**src/rtl/i2cs_core.sv**
```systemverilog
// I2C target exposing a 16 x 8 register bank to an I2C master and to a reg-bus port.
// The pads are sampled through 2 synchronizer flops plus 1 edge flop. The reg-bus acks after 1 cycle and SCL is never stretched.
module i2cs_core (
   input  logic       app_clk,
   input  logic       reset_n,
   input  logic       cfg_en,
   input  logic [6:0] cfg_slv_addr,
   input  logic       scl_pad_i,
   output logic       scl_pad_o,
   output logic       scl_padoen_o,
   input  logic       sda_pad_i,
   output logic       sda_pad_o,
   output logic       sda_padoen_o,
   input  logic       reg_cs,
   input  logic       reg_wr,
   input  logic [3:0] reg_addr,
   input  logic [7:0] reg_wdata,
   output logic [7:0] reg_rdata,
   output logic       reg_ack,
   output logic       i2cs_wr_intr_o
);

   typedef enum logic [3:0] {
      IDLE, ADDR, ADDR_ACK, PTR, PTR_ACK, WDATA, WDATA_ACK, RDATA, RDATA_ACK, WAIT
   } state_t;

   state_t     state, state_nxt;
   logic [2:0] scl_sr, sda_sr;
   logic [3:0] cnt, cnt_nxt;
   logic [7:0] shreg, shreg_nxt;
   logic [3:0] ptr, ptr_nxt;
   logic       rw, rw_nxt;
   logic       wr_flag, wr_flag_nxt;
   logic       sda_oe, sda_oe_nxt;
   logic       intr_nxt;
   logic       i2c_we;
   logic [7:0] i2c_wdat;
   logic [7:0] bank [16];
   logic [7:0] ptr_byte;
   logic       scl_rise, scl_fall, start_det, stop_det, sda_in;
   logic       reg_we, reg_re;

   assign scl_pad_o    = 1'b0;
   assign sda_pad_o    = 1'b0;
   assign scl_padoen_o = 1'b1;
   assign sda_padoen_o = sda_oe;

   always_ff @(posedge app_clk or negedge reset_n) begin
      if (!reset_n) begin
         scl_sr <= 3'b111;
         sda_sr <= 3'b111;
      end else begin
         scl_sr <= {scl_sr[1:0], scl_pad_i};
         sda_sr <= {sda_sr[1:0], sda_pad_i};
      end
   end

   assign sda_in    = sda_sr[1];
   assign scl_rise  = scl_sr[1] & ~scl_sr[2];
   assign scl_fall  = ~scl_sr[1] & scl_sr[2];
   assign start_det = scl_sr[1] & scl_sr[2] & ~sda_sr[1] & sda_sr[2];
   assign stop_det  = scl_sr[1] & scl_sr[2] & sda_sr[1] & ~sda_sr[2];
   assign ptr_byte  = bank[ptr];

   always_comb begin
      state_nxt   = state;
      cnt_nxt     = cnt;
      shreg_nxt   = shreg;
      ptr_nxt     = ptr;
      rw_nxt      = rw;
      wr_flag_nxt = wr_flag;
      sda_oe_nxt  = sda_oe;
      intr_nxt    = 1'b0;
      i2c_we      = 1'b0;
      i2c_wdat    = {shreg[6:0], sda_in};
      if (!cfg_en) begin
         state_nxt  = IDLE;
         sda_oe_nxt = 1'b1;
      end else if (start_det) begin
         state_nxt   = ADDR;
         cnt_nxt     = 4'd0;
         sda_oe_nxt  = 1'b1;
         wr_flag_nxt = 1'b0;
      end else if (stop_det) begin
         state_nxt   = IDLE;
         sda_oe_nxt  = 1'b1;
         intr_nxt    = wr_flag;
         wr_flag_nxt = 1'b0;
      end else begin
         case (state)
            ADDR, PTR, WDATA: begin
               if (scl_rise && cnt != 4'd8) begin
                  shreg_nxt = {shreg[6:0], sda_in};
                  cnt_nxt   = cnt + 4'd1;
                  if (state == WDATA && cnt == 4'd7) begin
                     i2c_we      = 1'b1;
                     wr_flag_nxt = 1'b1;
                  end
               end else if (scl_fall && cnt == 4'd8) begin
                  // the ACK slot starts at the fall after the 8th bit
                  case (state)
                     ADDR: begin
                        if (shreg[7:1] == cfg_slv_addr) begin
                           state_nxt  = ADDR_ACK;
                           sda_oe_nxt = 1'b0;
                           rw_nxt     = shreg[0];
                        end else begin
                           state_nxt = WAIT;
                        end
                     end
                     PTR: begin
                        ptr_nxt    = shreg[3:0];
                        state_nxt  = PTR_ACK;
                        sda_oe_nxt = 1'b0;
                     end
                     default: begin
                        ptr_nxt    = ptr + 4'd1;
                        state_nxt  = WDATA_ACK;
                        sda_oe_nxt = 1'b0;
                     end
                  endcase
               end
            end
            ADDR_ACK: begin
               if (scl_fall) begin
                  cnt_nxt = 4'd0;
                  if (rw) begin
                     state_nxt  = RDATA;
                     shreg_nxt  = ptr_byte;
                     sda_oe_nxt = ptr_byte[7];
                  end else begin
                     state_nxt  = PTR;
                     sda_oe_nxt = 1'b1;
                  end
               end
            end
            PTR_ACK, WDATA_ACK: begin
               if (scl_fall) begin
                  state_nxt  = WDATA;
                  cnt_nxt    = 4'd0;
                  sda_oe_nxt = 1'b1;
               end
            end
            RDATA: begin
               if (scl_rise) begin
                  cnt_nxt = cnt + 4'd1;
               end else if (scl_fall) begin
                  if (cnt == 4'd8) begin
                     state_nxt  = RDATA_ACK;
                     sda_oe_nxt = 1'b1;
                  end else begin
                     shreg_nxt  = {shreg[6:0], 1'b0};
                     sda_oe_nxt = shreg[6];
                  end
               end
            end
            RDATA_ACK: begin
               if (scl_rise) begin
                  if (sda_in) state_nxt = WAIT;
                  else        ptr_nxt   = ptr + 4'd1;
               end else if (scl_fall) begin
                  state_nxt  = RDATA;
                  cnt_nxt    = 4'd0;
                  shreg_nxt  = ptr_byte;
                  sda_oe_nxt = ptr_byte[7];
               end
            end
            default: ;
         endcase
      end
   end

   always_ff @(posedge app_clk or negedge reset_n) begin
      if (!reset_n) begin
         state          <= IDLE;
         cnt            <= 4'd0;
         shreg          <= 8'd0;
         ptr            <= 4'd0;
         rw             <= 1'b0;
         wr_flag        <= 1'b0;
         sda_oe         <= 1'b1;
         i2cs_wr_intr_o <= 1'b0;
      end else begin
         state          <= state_nxt;
         cnt            <= cnt_nxt;
         shreg          <= shreg_nxt;
         ptr            <= ptr_nxt;
         rw             <= rw_nxt;
         wr_flag        <= wr_flag_nxt;
         sda_oe         <= sda_oe_nxt;
         i2cs_wr_intr_o <= intr_nxt;
      end
   end

   assign reg_we = reg_cs & reg_wr & ~reg_ack;
   assign reg_re = reg_cs & ~reg_wr & ~reg_ack;

   // I2C write is applied last so it wins a same-index collision
   always_ff @(posedge app_clk or negedge reset_n) begin
      if (!reset_n) begin
         for (int i = 0; i < 16; i++) bank[i] <= 8'd0;
      end else begin
         if (reg_we) bank[reg_addr] <= reg_wdata;
         if (i2c_we) bank[ptr] <= i2c_wdat;
      end
   end

   always_ff @(posedge app_clk or negedge reset_n) begin
      if (!reset_n) begin
         reg_ack   <= 1'b0;
         reg_rdata <= 8'd0;
      end else begin
         reg_ack <= reg_cs & ~reg_ack;
         if (reg_re) reg_rdata <= (i2c_we && ptr == reg_addr) ? i2c_wdat : bank[reg_addr];
      end
   end

endmodule

```
**config.mk**
```make
export PLATFORM = sky130hd
export DESIGN_NAME = i2cs_core
export DESIGN_NICKNAME = d
export VERILOG_FILES = /design/src/rtl/i2cs_core.sv
export SDC_FILE = /design/constraint.sdc
export NUM_CORES = 1
export LEC_CHECK = 0
export ABC_AREA = 1
export CAP_MARGIN = 20
export CELL_PAD_IN_SITES_DETAIL_PLACEMENT = 0
export CELL_PAD_IN_SITES_GLOBAL_PLACEMENT = 1
export CORE_MARGIN = 1.5
export CORE_UTILIZATION = 48
export CTS_CLUSTER_DIAMETER = 50
export DETAILED_ROUTE_END_ITERATION = 8
export PLACE_DENSITY = 0.89
export REMOVE_ABC_BUFFERS = 1
export SKIP_LAST_GASP = 1
export SLEW_MARGIN = 10
export SYNTH_ARGS = -nofsm -noshare
export SYNTH_HDL_FRONTEND = slang
export SYNTH_SLANG_ARGS = --single-unit
```
**constraint.sdc**
```tcl
create_clock -name app_clk -period 5.7 [get_ports app_clk]
set_input_delay 1.14 -clock app_clk [delete_from_list [all_inputs] [get_ports app_clk]]
set_output_delay 1.14 -clock app_clk [all_outputs]
set_load 0.05 [all_outputs]
```
=== Word level (Yosys, flattened, before mapping) ===
Cells that the tools add are included.

* Register bits: 167
* Output and inout port bits: 14
* Input bits: 26

* Order comparisons: 4
* Add/sub/neg operators: 2
* Reduce and logical (&&, ||, !) cells: 22
* Bitwise logic cells: 23
* Equality and inequality tests: 43
* Multiplexer cells: 84

{| class="wikitable"
|+ Operators by type and width
! cell !! number
|-
| $bwmux 128 || 2
|-
| $mux 128 || 2
|-
| $mux 8 || 15
|-
| $mux 4 || 24
|-
| $bmux 8 s4 || 2
|-
| $demux 8 s4 || 2
|-
| $ne 5x5->1 const B || 9
|-
| $pmux 8 s4 || 1
|-
| $mux 1 || 29
|-
| $ne 2x2->1 const B || 14
|-
| $pmux 4 s2 || 3
|-
| $eq 4x3->1 const B || 5
|-
| $pmux 4 s5 || 1
|-
| $reduce_and 10->1 || 2
|-
| $ne 6x6->1 const B || 3
|-
| $pmux 4 s4 || 1
|-
| $and 1x1->1 || 12
|-
| $reduce_and 12->1 || 1
|-
| $ge 5x5->1 const B || 2
|-
| $lt 5x1->1 const B || 2
|-
| $not 4->5 || 2
|-
| $ne 3x3->1 const B || 3
|-
| $not 1->1 || 9
|-
| $reduce_and 9->1 || 1
|-
| 20 further kinds || 31
|}

=== Logic depth before layout (Yosys ltp) ===
Gate-level depths: netlist (run 1).

* Depth in word-level cells: 10
* Depth in mapped cells: 13

=== Worst setup path before layout (run 1) ===
No wires, ideal clock.

* Path type: input-to-reg
* From: input port reg_cs
* To: register bank[118] in the netlist's numbering
* Slack: 3.254 ns
* Path buffers: 1
* Arrival: 2.311 ns
* Library setup time: 0.135 ns
* Data required time: 5.565 ns
* Stages: 10
* Cells stage by stage: inv_1 nor2_1 nand2_1 nor3_1 nand2_1 clkbuf_1 nand2_1 o21ai_0 nand2_1 o21ai_0

* Word-level cells in the longest chain between the ends: 5

{| class="wikitable"
|+ RTL lines
! element !! line !! source
|-
| start, declared || 14 || <nowiki>input logic reg_cs,</nowiki>
|-
| $and 1x1->1 * (2 in a row) || 195 || <nowiki>assign reg_we = reg_cs & reg_wr & ~reg_ack;</nowiki>
|-
| $mux 128 * || 203 || <nowiki>if (reg_we) bank[reg_addr] <= reg_wdata;</nowiki>
|-
| $bwmux 128 || 204 || <nowiki>if (i2c_we) bank[ptr] <= i2c_wdat;</nowiki>
|-
| $mux 128 * || 204 ||
|-
| end signal, assigned by index || 203 ||
|-
| end signal, assigned by index || 204 ||
|-
| end, declared || 38 || <nowiki>logic [7:0] bank [16];</nowiki>
|}

Every way passes the cells marked *; elsewhere a longest branch is shown, timed or not.
A chain may end at the register's enable or synchronous reset.

=== Final worst setup path (run 1) ===
* From: register sda_sr[1]
* To: register bank[15] in the netlist's numbering

* Word-level cells in the longest chain between the ends: 6

{| class="wikitable"
|+ RTL lines
! element !! line !! source
|-
| start, declared || 28 || <nowiki>logic [2:0] scl_sr, sda_sr;</nowiki>
|-
| start signal, assigned || 54 || <nowiki>sda_sr <= {sda_sr[1:0], sda_pad_i};</nowiki>
|-
| $and 1x1->1 or $not 1->1 (tied branches) || 62, 61 ||
|-
| $and 1x1->1, on equally long branches || 62, 61 ||
|-
| $mux 1 or $and 1x1->1 (tied branches) || 84, 61 ||
|-
| $mux 1 * || 79 || <nowiki>end else if (start_det) begin</nowiki>
|-
| $mux 1 * || 76 || <nowiki>if (!cfg_en) begin</nowiki>
|-
| $mux 128 * || 204 ||
|}

Marked as above.

==> metrics.md, run 1 <==
| Metric | Value |
|---|---|
| Crit end category | flop |
| Sink Count | ~170 |
| Fin Setup TNS | 0 ns |
| H-tree depth | 4 |
| WP data required | 6.03 ns |
| CP Data Arrival Time | 4.00 ns |
| Critical path launch point | sda_sr[1]$_DFF_PN1_ |
| PortBufs | 36 |
| TritonCTS clock tree | yes |
| Fillcell total | 2218 |
| Drt wl/cell | 19.12 µm |
| CTS Hold Bufs | 0 |
| DR iter-0 viols | between 1000 and 1500 |
| Area of the core | 21820 µm² |
| Layout cells sized above 1 | 4.937% |
| RSZ-0062 raised after global routing | false |
| PostCTS Resize Cnt | 0 |
| Die Wd | between 150 and 200 µm |
| Synth Cell Area | 10660 µm² |
| Die height | about 150 µm |
| Clock Path Buffers | 2 |
| Total power | between 4000 and 5000 µW |
| Worst vdd rail ir drop | 0.0002213 V |
| Setup Skew | between 0.01 and 0.015 ns |
| IO Count | 40 |
| Cells after DPL | 1826 |
| # rows | 54 |
| Vias in the first global route | 9939 |
| Slew at the pin closest to its max-slew limit | approximately 1.1 ns |
| Sequential-to-total area share from yosys stat | 39.28% |
| Gpl congestion | approximately 0.9 |
| Area contributors post-synth | dfrtp_1, nand2_1, o21ai_0, nor2_1, a22oi_1 |
| First-pass GRT wire length | 56.54 mm |
| Worst R2R Setup Slack | 2.03 ns |
| Fin nets | 1599 |
| Yosys Warn Count | 0 |
| Worst-path cell chain | inv_2 -> nand3_1 -> nand3_2 -> nor3b_4 -> nand3_1 -> o21ai_0 |
| Endpoints failing setup | 0 |
| Total grt overflow | 0 |
| Initial antenna violation count | 0 |
| Final Hold Fails | 0 |
| Count of different cell masters after synthesis | 36 |
| CTS Buf Count | 17 |
| Final WL | 35.57 mm |
| Pre-Repair DR Iteration Count | 5 |
| Finished Cell Area | 11630 µm² |
| Mapped Avg Cell Area | about 6.7 µm² |
| CP dominant cell by count | nand3_1 |
| Reg2reg start | sda_sr[1]$_DFF_PN1_ |
| Vias per cell | between 5 and 6 |
| Pwr dens | 401.6 nW/µm² |
| Largest net degree at the start of global routing | 98 |
| Total track usage | 31.21% |
| Die area | 23110 µm² |
| Status | completed |
| Total number of vias | 10730 |
| HP Class | reg2reg |
| Syn Inst Count | roughly 1600 |
| Ant diodes | 0 |
| FF+latch count, synth | 167 |
| Slowest stage delay, CP | 0.83 ns |
| Area grow syn2layout | 9.072% |
| Post-layout minimum cycle time | 3.670 ns |
| Final ANT Viol Nets | 0 |
| Max-Cap Viols | 0 |
| Skew-Pair Late Insertion Delay | 0.43 ns |
| Worst slew margin | 27.88% |
| Leak | 0.005507 µW |
| Startpoint class of the critical path | flop |
| Maximum operating frequency | 272.5 MHz |
| Max Transition Viols Final | 0 |
| Final Cycle Share | between 60 and 70% |
| Root Driver | clkbuf_16 |
| Slowest CP cell | nor3b_4 |
| Post-synth top area cell | dfrtp_1 |
| Starting Density | 48.85% |
| Multi-input gate area in the final layout | 5777 µm² |
| Critical path class | reg2reg |
| Critical R2R Capture | bank[15]$_DFF_PN0_ |
| DRC Markers | 0 |
| Fin cells | 1860 |
| Reg2Reg Depth | 6 |
| Crit path max fanout | 19 |
| Post-DP HPWL | ~22 mm |
| Most common cell after layout, fill and taps aside | nand2_1 |
| Post-synth top area share | 37.55% |
| Last element of the critical path | bank[15]$_DFF_PN0_ |
| Clock transition at the registers of the reported paths | 0.07 ns |
| Most frequent cells in the layout | nand2_1, o21ai_0, nor2_1 |
| Area post-placement | 11040 µm² |
| Postcts setup bufs | 0 |
| Sequential cell area | 4190 µm² |
## report_power, final
part           switching (µW)  internal (µW)
clock                     524            617
combinational            1360            573
sequential                190           1410
## logic make-up (layout without fill, tap and decap cells)
group	after synthesis	after routing	share of synthesized area, %
xor gates and xnor gates	5	5	0.4108
buffers and inverters	162	151	6.643
AOI/OAI and AO/OA	446	446	22.52
other	2	3	0.07044
DFF	167	167	39.28
adders and majority gates	6	6	0.7041
and+or+nand+nor	802	802	30.37
## sequential cells by signal, indices dropped and copies added (netlist names)
| register | cells |
|---|---|
| bank | 128 |
| reg_rdata | 8 |
| shreg | 8 |
| cnt | 4 |
| ptr | 4 |
| state | 4 |
| scl_sr | 3 |
| sda_sr | 3 |
| i2cs_wr_intr_o | 1 |
| reg_ack | 1 |
| rw | 1 |
| sda_padoen_o | 1 |
| wr_flag | 1 |
## how the worst min path moves through the flow
| stage | end | slack (ns) | startpoint | depth (start not counted) |
|---|---|---|---|---|
| 2_1_floorplan | scl_sr[1]$_DFF_PN1_ | 0.35 | scl_sr[0]$_DFF_PN1_ | 0 |
| 3_3_place_gp | scl_sr[1]$_DFF_PN1_ | 0.35 | scl_sr[0]$_DFF_PN1_ | 0 |
| 3_5_place_dp | sda_sr[1]$_DFF_PN1_ | 0.35 | sda_sr[0]$_DFF_PN1_ | 0 |
| 4_1_cts | scl_sr[1]$_DFF_PN1_ | 0.36 | scl_sr[0]$_DFF_PN1_ | 0 |
| 5_1_grt | scl_sr[1]$_DFF_PN1_ | 0.36 | scl_sr[0]$_DFF_PN1_ | 0 |
| 6_report | sda_sr[1]$_DFF_PN1_ | 0.36 | sda_sr[0]$_DFF_PN1_ | 0 |
## cell type report
| class | count | area share (%) |
|---|---|---|
| Multi-Input combinational cell | 1262 | 49.68 |
| Sequential cell | 167 | 36.03 |
| Timing Repair Buffer | 50 | 4.185 |
| Clock buffer | 19 | 3.809 |
| Tap cell | 280 | 3.013 |
| Inverter | 69 | 2.227 |
| Clock inverter | 13 | 1.054 |
## worst max-delay path, delay by kind of cell (launching register included)
family                 cells  cell delay, ns
AND/OR/NAND/NOR            4            2.34
flip-flops                 1            0.59
AO/OA/AOI/OAI              1            0.40
buffers and inverters      1            0.22
## through the flow
step | util (%) | hold WS [ns] | setup slack, ns
6_report | 53.29 | 0.3597 | 2.030
3_5_place_dp | 50.59 | 0.3499 | 1.735
5_1_grt | 53.29 | 0.3586 | 1.834
3_3_place_gp | 50.59 | 0.3467 | 1.803
2_1_floorplan | - | 0.3452 | 2.338
4_1_cts | 53.18 | 0.3592 | 2.131
## routing by layer
layer | GRT usage (%) | wire (µm) | vias to the layer above
li1 | - | - | 5192
met1 | 43.07 | 15230 | 4999
met2 | 49.17 | 16090 | 468
met3 | 5.048 | 2853 | 74
met4 | 12.25 | 1391 | 0
met5 | 0 | 0 | -
## cell usage after synthesis (all sizes together)
master,number
a21oi,19
a22oi,64
a31oi,1
buf,24
clkbuf,69
clkinv,5
conb,2
dfrtp,160
dfstp,7
ha,6
inv,64
nand2,577
nand3,40
nand3b,3
nand4,6
nor2,165
nor3,8
nor3b,2
o21ai,360
o21bai,1
o22ai,1
or2,1
xnor2,2
xor2,3
No activity file was read; power rests on OpenSTA's default activity.
==> run 2: changes to the inputs <==
--- a/config.mk
+++ b/config.mk
@@ -10,10 +10,10 @@
 export CELL_PAD_IN_SITES_DETAIL_PLACEMENT = 0
 export CELL_PAD_IN_SITES_GLOBAL_PLACEMENT = 1
 export CORE_MARGIN = 1.5
-export CORE_UTILIZATION = 48
+export CORE_UTILIZATION = 41
 export CTS_CLUSTER_DIAMETER = 50
 export DETAILED_ROUTE_END_ITERATION = 8
-export PLACE_DENSITY = 0.89
+export PLACE_DENSITY = 0.81
 export REMOVE_ABC_BUFFERS = 1
 export SKIP_LAST_GASP = 1
 export SLEW_MARGIN = 10
==> constraint.sdc (replaced) <==
create_clock -name app_clk -period 3 [get_ports app_clk]
set_input_delay 0.6 -clock app_clk [delete_from_list [all_inputs] [get_ports app_clk]]
set_output_delay 0.6 -clock app_clk [all_outputs]
set_load 0.05 [all_outputs]
==> run 2 against run 1 <==
Net effect: the flow now finishes with violations (design-rule violations); die area rose by 17%; hold slack got worse by 0.24 ns; largest power group unchanged; critical path depth rose by 4; routed wire length is 4.3% higher; via count about the same; core utilization fell by 6.0 points; sequential cell count stayed put; clock skew hardly changed; non-clock buffer count grew 24; highest routed layer unchanged; first-iteration DRC count is 4.6% lower; clock-buffer cell count grew 3; register-to-register slack worse by 1.5 ns.
==> metrics.md, run 2 (synthesized netlist as in run 1, its figures left out) <==
| Metric | Value |
|---|---|
| Status | finished, violations left |
| Failing checks | design-rule violations |
| PortBufs | 36 (unchanged) |
| Max-Cap Viols | 0 (unchanged) |
| Startpoint class of the critical path | flop |
| TritonCTS clock tree | yes |
| Worst slew margin | 38.69% (+11 points) |
| Final WL | 37.09 mm (+4.3%) |
| Pwr dens | 765.6 nW/µm² (+91%) |
| Initial antenna violation count | 0 (unchanged) |
| Clock Path Buffers | 2 (unchanged) |
| First-pass GRT wire length | 57.62 mm (+1.9%) |
| Largest net degree at the start of global routing | 70 (-29%) |
| Area of the core | 25330 µm² (+16%) |
| Combinational Power Share | 41.8% (+0.4 points) |
| Crit path max fanout | 35 (+16) |
| Fin nets | 1623 (+1.5%) |
| # rows | 58 (+7.4%) |
| Clock share of power | 25.0% (+0.6 points) |
| Total grt overflow | 0 (unchanged) |
| Max reg flops | 128 (unchanged) |
| Sink Count | 167 (unchanged) |
| Largest registers | bank (128), reg_rdata (8), shreg (8) |
| Sequential Power Share | 33.1% (-1.1 points) |
| PostCTS Resize Cnt | 0 (unchanged) |
| Vias in the first global route | 10050 (+1.1%) |
| Most frequent cells in the layout | nand2_1, o21ai_0, nor2_1 |
| Die Wd | 164.3 µm (+8.0%) |
| IO Count | 40 (unchanged) |
| Routed length on met2 | 16.99 mm (+5.6%) |
| Total track usage | 28.25% (-3.0 points) |
| Pre-Repair DR Iteration Count | 9 (+4) |
| Final ANT Viol Nets | 0 (unchanged) |
| CTS Buf Count | 17 (unchanged) |
| Vias per cell | 5.558 (-3.7%) |
| Most common cell after layout, fill and taps aside | nand2_1 |
| Postcts setup bufs | 0 (unchanged) |
| Slowest CP cell | inv_2 |
| Post-DP HPWL | 23.40 mm (+4.6%) |
| Setup Skew | 0.01023 ns (-0.0001725 ns) |
| DR iter-0 viols | 1123 (-4.6%) |
| Drt wl/cell | 19.20 µm (+0.40%) |
| Max Transition Viols Final | 0 (unchanged) |
| Starting Density | 42.10% (-6.8 points) |
| Maximum operating frequency | 404.5 MHz (+48%) |
| P_sw | 3976 µW (+92%) |
| Slew at the pin closest to its max-slew limit | 0.9186 ns (-0.1592 ns) |
| HP Class | in2async |
| Skew-Pair Late Insertion Delay | 0.43 ns (about the same) |
| Int Pwr | 5200 µW (+100%) |
| Die height | 164.3 µm (+8.0%) |
| RSZ-0062 raised after global routing | false |
| WL met3 | 2.767 mm (-3.0%) |
| Fin util | 47.33% (-6.0 points) |
| CP dominant cell by count | nand2_1 |
| Ant diodes | 0 (unchanged) |
| Slowest stage delay, CP | 0.53 ns (-0.30 ns) |
| Met1 WL | 16.23 mm (+6.5%) |
| Worst vdd rail ir drop | 0.0004096 V (+85%) |
| Crit end category | flop |
| Die area | 26980 µm² (+17%) |
| Root Driver | clkbuf_16 |
| Hold Worst Slack | 0.1229 ns (-0.2368 ns) |
| Sw Share | 43.33% (-1.1 points) |
| Worst-path cell chain | inv_2 -> buf_4 -> nor2_1 -> o21ai_0 -> nand2_1 -> nand2_1 -> o21ai_0 -> nand2_1 -> nand2_1 -> nand2_1 |
| Final Hold Fails | 0 (unchanged) |
| Leak | 0.005668 µW (+2.9%) |
| Total number of vias | 10740 (+0.056%) |
| Critical path class | reg2reg |
| Endpoints failing setup | 0 (unchanged) |
| Post-layout minimum cycle time | 2.472 ns (-1.198 ns) |
| DRC Markers | 2 (+2) |
| H-tree depth | 4 (unchanged) |
| CP Data Arrival Time | 2.84 ns (-1.16 ns) |
| WP data required | 3.37 ns (-2.66 ns) |
| Gpl congestion | 0.9265 (+2.5%) |
| Fillcell total | 2577 (+16%) |
| Uppermost layer routed | met4 |
| Final Cycle Share | 82.40% (+18 points) |
| Clock transition at the registers of the reported paths | 0.07 ns (about the same) |
| Area grow syn2layout | 12.43% |
| Layout cells sized above 1 | 6.117% (+1.2 points) |
| Most flops, register | bank |
| CTS Hold Bufs | 0 (unchanged) |
==> run 2: cell types whose count changed in the layout (fill, tap and decap cells not counted), moves of 2 or more <==
| cell | change |
|---|---|
| inv_6 | -3 |
| buf_12 | +8 |
| clkbuf_1 | +2 |
| clkinvlp_4 | -5 |
| bufinv_16 | +2 |
| buf_4 | +17 |
==> run 2: final cells by class <==
| class | instances | area, µm² | share of cell area, % |
|---|---|---|---|
| multi-input combinational | 1262 | 5777 | 48.19 |
| sequential | 167 | 4190 | 34.96 |
| timing repair buffer | 74 | 759.5 | 6.336 |
| clock buffer | 22 | 464.2 | 3.873 |
| tap | 330 | 412.9 | 3.445 |
| inverter | 69 | 259.0 | 2.161 |
| clock inverter | 8 | 123.9 | 1.033 |
==> run 2: critical path: cells and delay by family (launching register included) <==
kind,cells,cell delay [ns]
AND/OR/NAND/NOR,6,0.53
buffers and inverters,2,0.88
flip-flops,1,0.43
AO/OA/AOI/OAI,2,0.56
==> run 2: layer usage <==
metal  vias to the layer above  GRT usage, %
li1                       5218             -
met1                      5003         38.68
met2                       460         45.11
met3                        58         4.318
met4                         0         10.25
met5                         -             0
==> run 2: worst paths after layout <==
check / from / cells past startpoint / to / slack (ns)
min in group app_clk: scl_sr[0]$_DFF_PN1_ / 0 / scl_sr[1]$_DFF_PN1_ / 0.36
min reg2reg: scl_sr[0]$_DFF_PN1_ / 0 / scl_sr[1]$_DFF_PN1_ / 0.36
max reg2reg: ptr[0]$_DFFE_PN0P_ / 10 / shreg[5]$_DFFE_PN0P_ / 0.53
max: ptr[0]$_DFFE_PN0P_ / 10 / shreg[5]$_DFFE_PN0P_ / 0.53
min: reset_n / 1 / bank[123]$_DFF_PN0_ / 0.12
max in group asynchronous: reset_n / 2 / sda_sr[2]$_DFF_PN1_ / 2.08
==> run 2: per-stage QoR <==
| stage | total power [µW] | area, µm² | setup TNS (ns) | cells | setup WS [ns] |
|---|---|---|---|---|---|
| final | 9177 | 11990 | 0 | 1932 | 0.5280 |
| after floorplan | 5392 | 10220 | -18.56 | 1498 | -0.3616 |
| after CTS | 9136 | 11990 | 0 | 1932 | 0.6114 |
| after global placement | 6800 | 11400 | 0 | 1902 | 0.3205 |
| after global routing | 9751 | 11990 | 0 | 1932 | 0.3746 |
| after detailed placement | 6836 | 11400 | 0 | 1902 | 0.2546 |
==> run 2: power by group through the flow <==
stage | combinational (µW) | clock (µW) | sequential (µW)
finish | 3840 | 2300 | 3040
global route | 4260 | 2390 | 3100
CTS | 3780 | 2320 | 3030
detailed placement | 3770 | 0 | 3070
global placement | 3740 | 0 | 3060
floorplan | 2210 | 0 | 3180
